===== src/rtl/shortcut_preset_setter.sv =====
// Accumulates preset-key seconds, then adds them to a BCD hh:mm:ss base one second per clock.
// Latency: sharp edge sampled at edge n -> result and completeSetting valid after edge n+2+P.
// Backpressure: none; keys and sharp are ignored outside COLLECT. SHORTCUT_SATURATE_EN holds 23:59:59 instead of wrapping.
module shortcut_preset_setter #(
    parameter int NUM_KEYS    = 10,
    parameter int UNIT_SEC    = 5,
    parameter int MAX_PENDING = 3599
) (
    input  logic                clk,
    input  logic                rst,
    input  logic                en,
    input  logic [NUM_KEYS-1:0] keypad,
    input  logic                sharp,
    input  logic [3:0]          hour_ten_in,
    input  logic [3:0]          hour_one_in,
    input  logic [3:0]          min_ten_in,
    input  logic [3:0]          min_one_in,
    input  logic [3:0]          sec_ten_in,
    input  logic [3:0]          sec_one_in,
    output logic [3:0]          hour_ten_out,
    output logic [3:0]          hour_one_out,
    output logic [3:0]          min_ten_out,
    output logic [3:0]          min_one_out,
    output logic [3:0]          sec_ten_out,
    output logic [3:0]          sec_one_out,
    output logic                completeSetting,
    output logic                busy
);
    localparam int PW = $clog2(MAX_PENDING + 1);
`ifdef SHORTCUT_SATURATE_EN
    localparam bit SATURATE = 1'b1;
`else
    localparam bit SATURATE = 1'b0;
`endif

    typedef enum logic [1:0] {IDLE, COLLECT, ADD, DONE} state_t;
    typedef struct packed {
        logic [3:0] ht, ho, mt, mo, st, so;
    } bcd_time_t;

    state_t            state_q, state_d;
    logic [PW-1:0]     p_q, p_d;
    bcd_time_t         w_q, w_d, out_q, out_d, base_in;
    logic              done_q, done_d;
    logic [NUM_KEYS-1:0] key_q, key_qq, key_press;
    logic              sharp_q, sharp_qq, sharp_press;
    logic              key_hit, base_ok;
    logic [31:0]       key_step, p_sum;
    logic [PW-1:0]     p_add;

    function automatic bcd_time_t inc_time(input bcd_time_t t);
        bcd_time_t r;
        r = t;
        if (SATURATE && t == 24'h235959) begin
            r = t;
        end else if (t.so != 4'd9) begin
            r.so = t.so + 4'd1;
        end else begin
            r.so = 4'd0;
            if (t.st != 4'd5) begin
                r.st = t.st + 4'd1;
            end else begin
                r.st = 4'd0;
                if (t.mo != 4'd9) begin
                    r.mo = t.mo + 4'd1;
                end else begin
                    r.mo = 4'd0;
                    if (t.mt != 4'd5) begin
                        r.mt = t.mt + 4'd1;
                    end else begin
                        r.mt = 4'd0;
                        if (t.ht == 4'd2 && t.ho == 4'd3) begin
                            r.ht = 4'd0;
                            r.ho = 4'd0;
                        end else if (t.ho == 4'd9) begin
                            r.ho = 4'd0;
                            r.ht = t.ht + 4'd1;
                        end else begin
                            r.ho = t.ho + 4'd1;
                        end
                    end
                end
            end
        end
        return r;
    endfunction

    assign base_in     = {hour_ten_in, hour_one_in, min_ten_in, min_one_in, sec_ten_in, sec_one_in};
    assign base_ok     = (base_in.ht <= 4'd2) && (base_in.ho <= 4'd9) && (base_in.mt <= 4'd5) &&
                         (base_in.mo <= 4'd9) && (base_in.st <= 4'd5) && (base_in.so <= 4'd9) &&
                         !(base_in.ht == 4'd2 && base_in.ho > 4'd3);
    assign key_press   = key_q & ~key_qq;
    assign sharp_press = sharp_q & ~sharp_qq;

    // Scan downwards so the lowest pressed index is the one left standing.
    always_comb begin
        key_hit  = 1'b0;
        key_step = 32'd0;
        for (int i = NUM_KEYS - 1; i >= 0; i--) begin
            if (key_press[i]) begin
                key_hit  = 1'b1;
                key_step = 32'((i + 1) * UNIT_SEC);
            end
        end
    end

    assign p_sum = 32'(p_q) + key_step;
    assign p_add = (p_sum > 32'(MAX_PENDING)) ? PW'(MAX_PENDING) : PW'(p_sum);

    always_comb begin
        state_d = state_q;
        p_d     = p_q;
        w_d     = w_q;
        out_d   = out_q;
        done_d  = done_q;
        if (!en) begin
            state_d = IDLE;
            p_d     = '0;
            done_d  = 1'b0;
        end else begin
            case (state_q)
                IDLE: begin
                    p_d     = '0;
                    state_d = COLLECT;
                end
                COLLECT: begin
                    if (sharp_press) begin
                        state_d = ADD;
                        w_d     = base_ok ? base_in : '0;
                    end else if (key_hit) begin
                        p_d = p_add;
                    end
                end
                ADD: begin
                    if (p_q != '0) begin
                        w_d = inc_time(w_q);
                        p_d = p_q - PW'(1);
                    end else begin
                        state_d = DONE;
                        out_d   = w_q;
                        done_d  = 1'b1;
                    end
                end
                DONE:    state_d = DONE;
                default: state_d = IDLE;
            endcase
        end
    end

    always_ff @(posedge clk or negedge rst) begin
        if (!rst) begin
            state_q  <= IDLE;
            p_q      <= '0;
            w_q      <= '0;
            out_q    <= '0;
            done_q   <= 1'b0;
            key_q    <= '0;
            key_qq   <= '0;
            sharp_q  <= 1'b0;
            sharp_qq <= 1'b0;
        end else begin
            state_q  <= state_d;
            p_q      <= p_d;
            w_q      <= w_d;
            out_q    <= out_d;
            done_q   <= done_d;
            key_q    <= keypad;
            key_qq   <= key_q;
            sharp_q  <= sharp;
            sharp_qq <= sharp_q;
        end
    end

    assign {hour_ten_out, hour_one_out, min_ten_out, min_one_out, sec_ten_out, sec_one_out} = out_q;
    assign completeSetting = done_q;
    assign busy            = (state_q == ADD);
endmodule


===== config.mk =====
export PLATFORM = sky130hd
export DESIGN_NAME = shortcut_preset_setter
export DESIGN_NICKNAME = d
export VERILOG_FILES = /design/src/rtl/shortcut_preset_setter.sv
export SDC_FILE = /design/constraint.sdc
export NUM_CORES = 1
export LEC_CHECK = 0
export BUFFER_PORTS_ARGS = -buffer_cell sky130_fd_sc_hd__buf_2
export CAP_MARGIN = 10
export CORE_AREA = 2 2 130 132
export CTS_CLUSTER_DIAMETER = 100
export DETAILED_ROUTE_END_ITERATION = 6
export DIE_AREA = 0 0 132 134
export PLACE_DENSITY = 0.43
export SETUP_SLACK_MARGIN = 0.4
export SYNTH_ARGS = -nofsm -noshare
export SYNTH_HDL_FRONTEND = slang
export SYNTH_SLANG_ARGS = --single-unit
export TNS_END_PERCENT = 5

===== constraint.sdc =====
create_clock -name clk -period 8.7 [get_ports clk]
set_clock_uncertainty 0.15 [all_clocks]
set_input_delay 0.87 -clock clk [delete_from_list [all_inputs] [get_ports clk]]
set_output_delay 0.87 -clock clk [all_outputs]
set_load 0.02 [all_outputs]

==> results of run 1 <==
==> layer usage <==
metal / vias up / track usage, %
li1: 1944 / -
met1: 1954 / 18.91
met2: 96 / 23.70
met3: 14 / 3.477
met4: 0 / 4.529
met5: - / 0
==> sequential cells by signal (all words and copies together), names as in the netlist <==
name and count:
p_q 12, min_one_out 4, hour_ten_out 4, sec_one_out 4
sec_ten_out 4, key_q 10, w_q 24, min_ten_out 4
sharp_q 1, hour_one_out 4, state_q 2, sharp_qq 1
key_qq 10, completeSetting 1
==> placed cells by master (no fill, tap or decap), types with 4 or more instances in the layout <==
| cell type | count |
|---|---|
| sky130_fd_sc_hd__or3_1 | 5 |
| sky130_fd_sc_hd__o211ai_1 | 5 |
| sky130_fd_sc_hd__dfrtp_1 | 85 |
| sky130_fd_sc_hd__a221oi_1 | 6 |
| sky130_fd_sc_hd__a211oi_1 | 5 |
| sky130_fd_sc_hd__clkbuf_16 | 9 |
| sky130_fd_sc_hd__nor2b_1 | 18 |
| sky130_fd_sc_hd__nor4_1 | 4 |
| sky130_fd_sc_hd__nand3_1 | 19 |
| sky130_fd_sc_hd__ha_1 | 14 |
| sky130_fd_sc_hd__xnor2_1 | 6 |
| sky130_fd_sc_hd__buf_4 | 4 |
| sky130_fd_sc_hd__a31oi_1 | 4 |
| sky130_fd_sc_hd__nor3_1 | 17 |
| sky130_fd_sc_hd__inv_1 | 22 |
| sky130_fd_sc_hd__nand2_1 | 37 |
| sky130_fd_sc_hd__nand2b_1 | 13 |
| sky130_fd_sc_hd__o21a_1 | 5 |
| sky130_fd_sc_hd__a21oi_1 | 37 |
| sky130_fd_sc_hd__or2_2 | 5 |
| sky130_fd_sc_hd__buf_2 | 62 |
| sky130_fd_sc_hd__mux2_4 | 16 |
| sky130_fd_sc_hd__o21ai_0 | 52 |
| sky130_fd_sc_hd__nand4_1 | 4 |
| sky130_fd_sc_hd__nor2_1 | 32 |
==> cells in the mapped netlist, types with 11 or more instances <==
library cell / n
sky130_fd_sc_hd__o21ai_0: 52
sky130_fd_sc_hd__mux2_4: 16
sky130_fd_sc_hd__nand2b_1: 13
sky130_fd_sc_hd__clkbuf_1: 11
sky130_fd_sc_hd__dfrtp_1: 85
sky130_fd_sc_hd__a21oi_1: 37
sky130_fd_sc_hd__nor2b_1: 18
sky130_fd_sc_hd__nor2_1: 32
sky130_fd_sc_hd__inv_1: 22
sky130_fd_sc_hd__nand2_1: 37
sky130_fd_sc_hd__nand3_1: 19
sky130_fd_sc_hd__nor3_1: 17
sky130_fd_sc_hd__ha_1: 14
==> path summary, 6_finish.rpt <==
kind                                      from                    endpoint  slack (ns)  cells after the start
min                         key_q[1]$_DFF_PN0_         key_qq[1]$_DFF_PN0_        0.22                      0
max reg2reg                key_qq[8]$_DFF_PN0_          p_q[2]$_DFFE_PN0P_        4.69                     16
max                        key_qq[8]$_DFF_PN0_          p_q[2]$_DFFE_PN0P_        4.69                     16
min in group asynchronous                  rst  min_one_out[0]$_DFFE_PN0P_        0.23                      1
min reg2reg                 key_q[1]$_DFF_PN0_         key_qq[1]$_DFF_PN0_        0.22                      0
max in group asynchronous                  rst         key_qq[1]$_DFF_PN0_        6.98                      2
==> logic make-up (layout without fill, tap and decap cells) <==
| kind of cell | count (synthesis) | after routing |
|---|---|---|
| other cells | 0 | 1 |
| flops | 85 | 85 |
| mux | 20 | 20 |
| compound gates | 150 | 150 |
| fa+ha+maj | 15 | 15 |
| buf+inv | 41 | 104 |
| xor+xnor | 9 | 9 |
| simple gates | 181 | 181 |
==> power by group through the flow <==
stage	clock, mW	combinational (mW)	sequential, mW
finish	0.397	0.633	0.582
global route	0.428	0.708	0.601
CTS	0.411	0.641	0.582
detailed placement	0	0.639	0.590
global placement	0	0.631	0.588
floorplan	0	0.431	0.606
==> cell type report <==
cell class,instances,area share (%)
clock buffers,11,4.303
diodes,1,0.04436
multi-input cells,375,44.53
repair buffers,66,6.032
flip-flops and latches,85,37.70
well taps,220,4.879
clock inverters,5,1.042
inverters,22,1.464
==> metrics by stage <==
step | utilization, % | area, um^2
floorplan | - | 4816
global placement | 32.77 | 5338
detailed placement | 32.77 | 5338
CTS | 34.62 | 5639
global route | 34.62 | 5639
finish | 34.63 | 5642
==> worst register-to-register path, delay by kind of cell, from the launching register on <==
family / cells / cell delay (ns)
fa+ha+maj: 2 / 0.59
compound gates: 7 / 1.58
simple gates: 6 / 1.14
buf+inv: 1 / 0.06
flops: 1 / 0.36
==> out/summary.md, run 1 <==
The initial DRC count came out at 287. In this run the tool buffered the top-level ports with 63 buffer cells. Setup repair after global routing left no endpoint under its margin. The average wire length per cell after detail routing came out at 15.63 um. The flow ran to the end, and the final reports show no timing, DRC or antenna violations.

Walking the worst path, the cells encountered are nor2b_1, nor2b_1, o21ai_0, a21oi_1, nor2_1, o21ai_0, ha_1, inv_1, fa_1, nor2b_1, o21bai_1, nand3_1, nor3_1, o41ai_2, o21a_1, o21ai_0. Via count of the first global-routing pass: 3919. Once layout is complete, the cells apart from fillers number 785.

The number of hold buffers added after CTS was 0. The analysis attributes to cell leakage a power of 2.534 nW. Of all flip-flops after synthesis, the portion carrying an async set or reset was 100.0%.

The logs give 39.3% for the combinational share of power and 768 for the instance count after placement with tap cells included. At the end of routability-driven placement, the weighted congestion stood at 0.8683. For the number of different library cells in the post-synthesis netlist, the log shows 72.

The adder-cell share of the synthesized area was 4.053%. The detailed-placement wirelength estimate was 8932 um; the multi-input combinational cell area was 0.002512 mm^2. Classification of the worst-slack hold path: reg -> reg.

Ranked by total cell area, the synthesized netlist is headed by sky130_fd_sc_hd__dfrtp_1, sky130_fd_sc_hd__o21ai_0, sky130_fd_sc_hd__mux2_4. The core region is 0.01629 mm^2. Registers take 0.002127 mm^2.

The mapped netlist covers 0.004816 mm^2. The setup slack after placement came out at 4.724 ns. The analysis attributes to net switching a power of 642.5 uW. The number of gates resized after CTS was 0.

The fraction of the yosys area taken by sequential cells was 44.17%; the met3 wire length was 618 um. Among cell families on the critical path, the largest total delay comes from compound AO/OA/AOI/OAI gates. The number of synthesized register bits was 85. In this run the horizontal extent of the chip is 132 um. The count of buffering cells on the critical path with inverters included is 1. After Yosys synthesis, XOR and XNOR cells account for 1.637% of the synthesized area. The switching power share of the total was 39.86%. Number of sinks driven by the clock tree: 85. The tightest hold path in the finished design has a slack of 0.2215 ns. The synthesized netlist devotes 20.60% of its cell area to simple gates.

Routed signal wires occupy layers up through met4. The routed design has 12270 um of wire. The routed design uses 5834 um of met2 wire.

The smallest clock period supported by the final layout is computed as 4.011 ns. The tools report the clock share of power as 24.6%. The clock reaches the later pin of the worst-skew pair after 0.34 ns.

sky130_fd_sc_hd__dfrtp_1 takes more of the synthesized area than any other cell. Among all flip-flop cells after synthesis, the most frequent one is sky130_fd_sc_hd__dfrtp_1. The detailed-routing wirelength on met1 came out at 5648 um. The run gives 4.689 ns as the slack of the critical path. The share of total power dissipated in sequential elements is 36.1%. VDD sags by at most 117.5 uV. Measured against the total synthesized area, the mux share comes to 5.846%. STA classifies the critical path endpoint as a flip-flop. The worst slew slack as a fraction of its limit is 30.36%. Power density over the cells: 285.7 mW/mm^2.

At the worst endpoint, the required time is 8.75 ns. The total of fill cells in the finished design is 1686, and the number of nets in the synthesized netlist is 554. The slowest stage of the critical path is the sky130_fd_sc_hd__o41ai_2 cell.

For the final-report hold violation count, the log shows 0. The highest net fanout along the worst path is 11. Area fraction of the dominant cell type after synthesis: 44.17%. The die span in y works out to 134 um. Via-per-instance ratio: 5.106. The pin slew with the least headroom to its limit was 1.036 ns; the accumulated negative setup slack was 0 ns.

By area, the combinational part of the netlist is dominated by simple AND/OR/NAND/NOR gates. Clock-pin slew was measured on the worst setup and hold paths at 0.07 ns. The tools report the net total in the final layout as 612.

The initial utilization of the core area, before any placement, comes to 29.56%. The layout-stage area growth over the synthesis result was 17.15%; the number of vias in the routed layout was 4008. The peak per-stage delay on the critical path works out to 0.63 ns. The first global-routing pass estimated 20440 um of wire.

The first TritonRoute pass finished after 4 iterations. The fraction of final layout cells with drive strength greater than 1 came out at 20.92%. Global routing used 14.46% of the available tracks. The logs give 9 for the number of buffers created by CTS and 0.01769 mm^2 for the floorplan die area.

In this run the number of H-tree levels came out at 3. The logs give 70 for the largest net degree at the start of global routing and 0 for the count of nets left with antenna violations after detail routing. Across the run, the number of max-cap violations was 0. The tools report the number of buffers on the longest clock path as 2. STA classifies the critical path startpoint as a flip-flop. Of the available clock period, the critical path in the final layout requires 46.11%.

The maximum clock frequency is 249.3 MHz. Row generation in the floorplan step produced 47 rows. TritonCTS built the clock tree.

Synthesis produced a netlist whose cell count is 501. The synthesized area per cell came out at 9.613 um^2. The synthesized design contains 0 enable-type register cells.

The number of max-slew violations in the final report is 0, and the compound-gate portion of the synthesized area is 19.90%. The final setup violation count was 0; the final total power was 1.612 mW. The overflow left after global routing was 0. The tools report the initial antenna violation count as 1. For the worst setup path, the data arrival time is 4.06 ns. During I/O placement, the number of pins put on the boundary was 64.

The critical path start-end classification was reg -> reg. The buffers inserted during post-CTS setup optimization is 0. Internal power comes to 969.5 uW.

During synthesis, Yosys emitted a total of 0 warnings. After detailed routing, the number of remaining DRC violations is 0. The cell sitting at the root of the clock tree is a sky130_fd_sc_hd__clkbuf_16.
Note: power is estimated with default switching activity, not from simulation.
==> run 2: changes to the inputs <==
--- a/config.mk
+++ b/config.mk
@@ -5,12 +5,13 @@
 export SDC_FILE = /design/constraint.sdc
 export NUM_CORES = 1
 export LEC_CHECK = 0
+export ABC_AREA = 1
 export BUFFER_PORTS_ARGS = -buffer_cell sky130_fd_sc_hd__buf_2
 export CAP_MARGIN = 10
-export CORE_AREA = 2 2 130 132
+export CORE_AREA = 2 2 132 134
 export CTS_CLUSTER_DIAMETER = 100
 export DETAILED_ROUTE_END_ITERATION = 6
-export DIE_AREA = 0 0 132 134
+export DIE_AREA = 0 0 134 136
 export PLACE_DENSITY = 0.43
 export SETUP_SLACK_MARGIN = 0.4
 export SYNTH_ARGS = -nofsm -noshare
==> constraint.sdc (replaced) <==
create_clock -name clk -period 3.9 [get_ports clk]
set_clock_uncertainty 0.15 [all_clocks]
set_input_delay 0.39 -clock clk [delete_from_list [all_inputs] [get_ports clk]]
set_output_delay 0.39 -clock clk [all_outputs]
set_load 0.02 [all_outputs]
==> run 2 against run 1 <==
Net effect: hold slack worse by 0.18 ns; design area is 5.5% higher; cell count is 23% higher; register-to-register slack worse by 3.9 ns.
==> out/summary.md, run 2 <==
The logs give 662 (was 501) for the number of cells produced by synthesis and 29.47% (was 29.56%) for the starting utilization of the core area. Count of flip-flops with a built-in enable after synthesis: 0 (unchanged). The run gives 2 (unchanged) as the number of buffers on the longest clock path.

The flow ran to the end, and the final reports show no timing, DRC or antenna violations. The tools report the worst slew slack as a fraction of its limit as 36.92% (was 30.36%). The tools report the combinational share of power as 48.1% (was 39.3%). Flip-flop count of the largest register after layout: 24 (unchanged). The run gives 12720 um (was 12270 um) as the final wirelength. The main flop type after synthesis is sky130_fd_sc_hd__dfrtp_1 (unchanged). The tools report the arrival time reported for the critical path endpoint as 3.17 ns (was 4.06 ns).

The synthesized area per cell is 7.513 um^2 (was 9.613 um^2). Buffers inserted during post-CTS setup optimization: 0 (unchanged). Area contributors post-synth: sky130_fd_sc_hd__dfrtp_1, sky130_fd_sc_hd__nand2_1, sky130_fd_sc_hd__nand3_1 (was sky130_fd_sc_hd__dfrtp_1, sky130_fd_sc_hd__o21ai_0, sky130_fd_sc_hd__mux2_4).

The fraction of final layout cells with drive strength greater than 1 was 17.63% (was 20.92%). The die span in y was 136 um (was 134 um); the number of warnings reported in the yosys synthesis log was 0 (unchanged). The initial DRC count is 316 (was 287).

For the sequential share of power, the log shows 31.1% (was 36.1%). The logs give 4449 (was 4008) for the number of vias in the routed layout and 15.07% (was 14.46%) for the global routing usage summed across all routing layers. Register ranked first by flip-flop count: w_q (unchanged). The termination of the worst setup path is p_q[6]$_DFFE_PN0P_ (was p_q[2]$_DFFE_PN0P_).

The run gives 3 (unchanged) as the deepest level of the CTS H-tree. The pin slew with the least headroom to its limit came out at 0.9462 ns (was 1.036 ns). Number of I/O port buffers: 63 (unchanged).

For the global-route wire length before repair, the log shows 21750 um (was 20440 um). Slowest cell on the critical path: sky130_fd_sc_hd__dfrtp_1 (was sky130_fd_sc_hd__o41ai_2). The clock slew at the register clock pins of the worst setup and hold paths came out at 0.07 ns (about the same). The critical path depth in cells was 26 (was 16). The dominant delay contributor by cell family on the critical path is simple AND/OR/NAND/NOR gates (was compound AO/OA/AOI/OAI gates). The setup slack after placement came out at 0.7451 ns (was 4.724 ns).

The tools report the initial antenna violation count as 0 (was 1). Most frequent cells in the layout: sky130_fd_sc_hd__nand2_1, sky130_fd_sc_hd__inv_1, sky130_fd_sc_hd__dfrtp_1, sky130_fd_sc_hd__nand3_1, sky130_fd_sc_hd__buf_2 (was sky130_fd_sc_hd__dfrtp_1, sky130_fd_sc_hd__buf_2, sky130_fd_sc_hd__o21ai_0, sky130_fd_sc_hd__nand2_1, sky130_fd_sc_hd__a21oi_1). Classification of the worst-slack hold path: in -> async (was reg -> reg). The post-synthesis async set-or-reset flop share is 100.0% (unchanged). The number of synthesized register bits came out at 85 (unchanged). Number of DRC violations after detailed routing: 0 (unchanged). The clock network latency to the later pin of the worst-skew pair was 0.34 ns (about the same); the fraction of the yosys area taken by sequential cells was 42.77% (was 44.17%). The overflow left after global routing was 0 (unchanged). List of most frequent post-synthesis cells: sky130_fd_sc_hd__nand2_1, sky130_fd_sc_hd__inv_1, sky130_fd_sc_hd__dfrtp_1 (was sky130_fd_sc_hd__dfrtp_1, sky130_fd_sc_hd__o21ai_0, sky130_fd_sc_hd__a21oi_1, sky130_fd_sc_hd__nand2_1, sky130_fd_sc_hd__nor2_1).

The critical path endpoint category is a flip-flop (unchanged). The run gives 0 (was 1) as the antenna diode count. The logs give 4 (unchanged) for the number of detailed-routing iterations run before antenna repair and 39 (was 72) for the number of different library cells in the post-synthesis netlist. The post-synth design cell area is 0.004974 mm^2 (was 0.004816 mm^2), and the average wire length per cell after detail routing is 13.14 um (was 15.63 um).

Count of nets left with antenna violations after detail routing: 0 (unchanged). The placeable core area was 0.01688 mm^2 (was 0.01629 mm^2). The run gives 0.01822 mm^2 (was 0.01769 mm^2) as the floorplan die area. Count of buffering cells on the critical path with inverters included: 4 (was 1).

The via count of the first global-routing pass is 4398 (was 3919), and the clock share of power is 20.8% (was 24.6%). The peak per-stage delay on the critical path works out to 0.35 ns (was 0.63 ns). The total internal power was 2.375 mW (was 969.5 uW). The layout-stage area growth over the synthesis result was 19.70% (was 17.15%). The logs give 0.8167 ns (was 4.689 ns) for the slack of the critical path and 9 (unchanged) for the number of buffers created by CTS. The placement row count came out at 48 (was 47). The tools report the startpoint of the most critical setup path as key_q[8]$_DFF_PN0_ (was key_qq[8]$_DFF_PN0_). Total of fill cells in the finished design: 1844 (was 1686). The most common cell after layout, fill and taps aside is sky130_fd_sc_hd__nand2_1 (was sky130_fd_sc_hd__dfrtp_1).

The tools report the worst hold slack after final layout as 0.04360 ns (was 0.2215 ns). The tools report the launch point of the worst reg-to-reg path as key_q[8]$_DFF_PN0_ (was key_qq[8]$_DFF_PN0_). The net switching power was 2.024 mW (was 642.5 uW); the maximum clock frequency was 324.3 MHz (was 249.3 MHz). Registers with the highest flip-flop counts: w_q: 24 flops, p_q: 12 flops (unchanged). TritonCTS built the clock tree. The critical path start-end classification is reg -> reg (unchanged). Final-report hold violation count: 0 (unchanged).

The post-route minimum period is 3.083 ns (was 4.011 ns). The type of origin of the critical path was a flip-flop (unchanged). The detailed-placement wirelength estimate was 9670 um (was 8932 um); the number of ports placed on the die boundary was 64 (unchanged).

The leakage power summed over all cells is 3.029 nW (was 2.534 nW), and the power density over the cells is 738.9 mW/mm^2 (was 285.7 mW/mm^2). The number of violations of the max-capacitance limit was 0 (unchanged); the weighted congestion reported at the end of routability-driven placement was 0.8222 (was 0.8683). The setup slack on the worst flop-to-flop path came out at 0.82 ns (was 4.69 ns). The worst reg2reg path depth works out to 26 (was 16). The area fraction of the dominant cell type after synthesis came out at 42.77% (was 44.17%). The worst IR drop on VDD was 267.2 uV (was 117.5 uV); the width of the die was 134 um (was 132 um). The accumulated negative setup slack came out at 0 ns (unchanged). Number of max-slew violations in the final report: 0 (unchanged). The most repeated cell in the gate-level netlist after synthesis is sky130_fd_sc_hd__nand2_1 (was sky130_fd_sc_hd__dfrtp_1). By instance count, the cell type seen most on the critical path is sky130_fd_sc_hd__nand2_1.

Setup repair after global routing left no endpoint under its margin. The final cycle utilization of the critical path was 79.06% (was 46.11%). The number of nets in the synthesized netlist is 715 (was 554). The run gives 3.98 ns (was 8.75 ns) as the data required time at the worst endpoint. The destination of the worst register-to-register timing path was p_q[6]$_DFFE_PN0P_ (was p_q[2]$_DFFE_PN0P_).

The root buffer cell was sky130_fd_sc_hd__clkbuf_16 (unchanged). The number of sinks driven by the clock tree came out at 85 (unchanged). Cell taking the most area after synthesis: sky130_fd_sc_hd__dfrtp_1 (unchanged). The largest net degree at the start of global routing was 75 (was 70). The final setup violation count was 0 (unchanged); the net total in the final layout was 791 (was 612). The highest net fanout along the worst path came out at 7 (was 11).

The switching power share of the total was 46.00% (was 39.86%). The via-per-instance ratio came out at 4.596 (was 5.106).
## run 2: cell families after synthesis
logic type	synth area share, %
AO/OA/AOI/OAI	12.68
adder cells (fa/ha/maj)	3.925
AND/OR/NAND/NOR	29.84
buffers and inverters	9.208
flip-flops	42.77
XOR/XNOR	1.585
## run 2: cell type report
| class | instances | area, um^2 | share of cell area [%] |
|---|---|---|---|
| Clock inverter | 7 | 86.33 | 1.450 |
| Timing Repair Buffer | 81 | 480.5 | 8.071 |
| Multi-Input combinational cell | 466 | 2396 | 40.25 |
| Inverter | 95 | 356.6 | 5.990 |
| Sequential cell | 85 | 2127 | 35.73 |
| Tap cell | 225 | 281.5 | 4.729 |
| Clock buffer | 9 | 225.2 | 3.783 |
## run 2: power by group through the flow
stage | Combinational, mW | Sequential, mW | Clock (mW)
after global placement | 2.10 | 1.38 | 0
final | 2.12 | 1.37 | 0.915
after floorplan | 1.50 | 1.44 | 0
after detailed placement | 2.13 | 1.39 | 0
after global routing | 2.42 | 1.41 | 0.991
after CTS | 2.15 | 1.37 | 0.953
## run 2: worst min path at each step
stage	startpoint	end	slack [ns]	cells past startpoint
2_1_floorplan	rst	completeSetting$_DFFE_PN0P_	-0.06	0
3_3_place_gp	key_q[4]$_DFF_PN0_	key_qq[4]$_DFF_PN0_	0.21	0
3_5_place_dp	key_q[3]$_DFF_PN0_	key_qq[3]$_DFF_PN0_	0.21	0
4_1_cts	rst	min_one_out[1]$_DFFE_PN0P_	0.09	1
5_1_grt	rst	min_one_out[1]$_DFFE_PN0P_	0.13	1
6_report	rst	min_one_out[1]$_DFFE_PN0P_	0.04	1
## run 2: stage by stage
step / instance area, um^2 / util [%] / cells / total power, mW
4_1_cts: 5946 / 35.23 / 968 / 4.476
3_5_place_dp: 5524 / 32.73 / 941 / 3.518
2_1_floorplan: 4974 / - / 662 / 2.943
5_1_grt: 5953 / 35.28 / 968 / 4.821
6_report: 5953 / 35.28 / 968 / 4.399
3_3_place_gp: 5524 / 32.73 / 941 / 3.485
## run 2: repair_timing
action,4_1_cts,5_1_grt
hold endpoints to repair,11,0
endpoints found under the setup margin,0,3
hold buffers,11,0
gates resized for setup,0,3
## run 2: routing by layer
| metal | global-route usage, % | up-vias | share of wire, % |
|---|---|---|---|
| met2 | 25.44 | 89 | 47 |
| li1 | - | 2282 | - |
| met3 | 2.871 | 8 | 3.7 |
| met1 | 19.87 | 2070 | 49 |
| met4 | 3.901 | 0 | 0.88 |
| met5 | 0 | - | 0 |
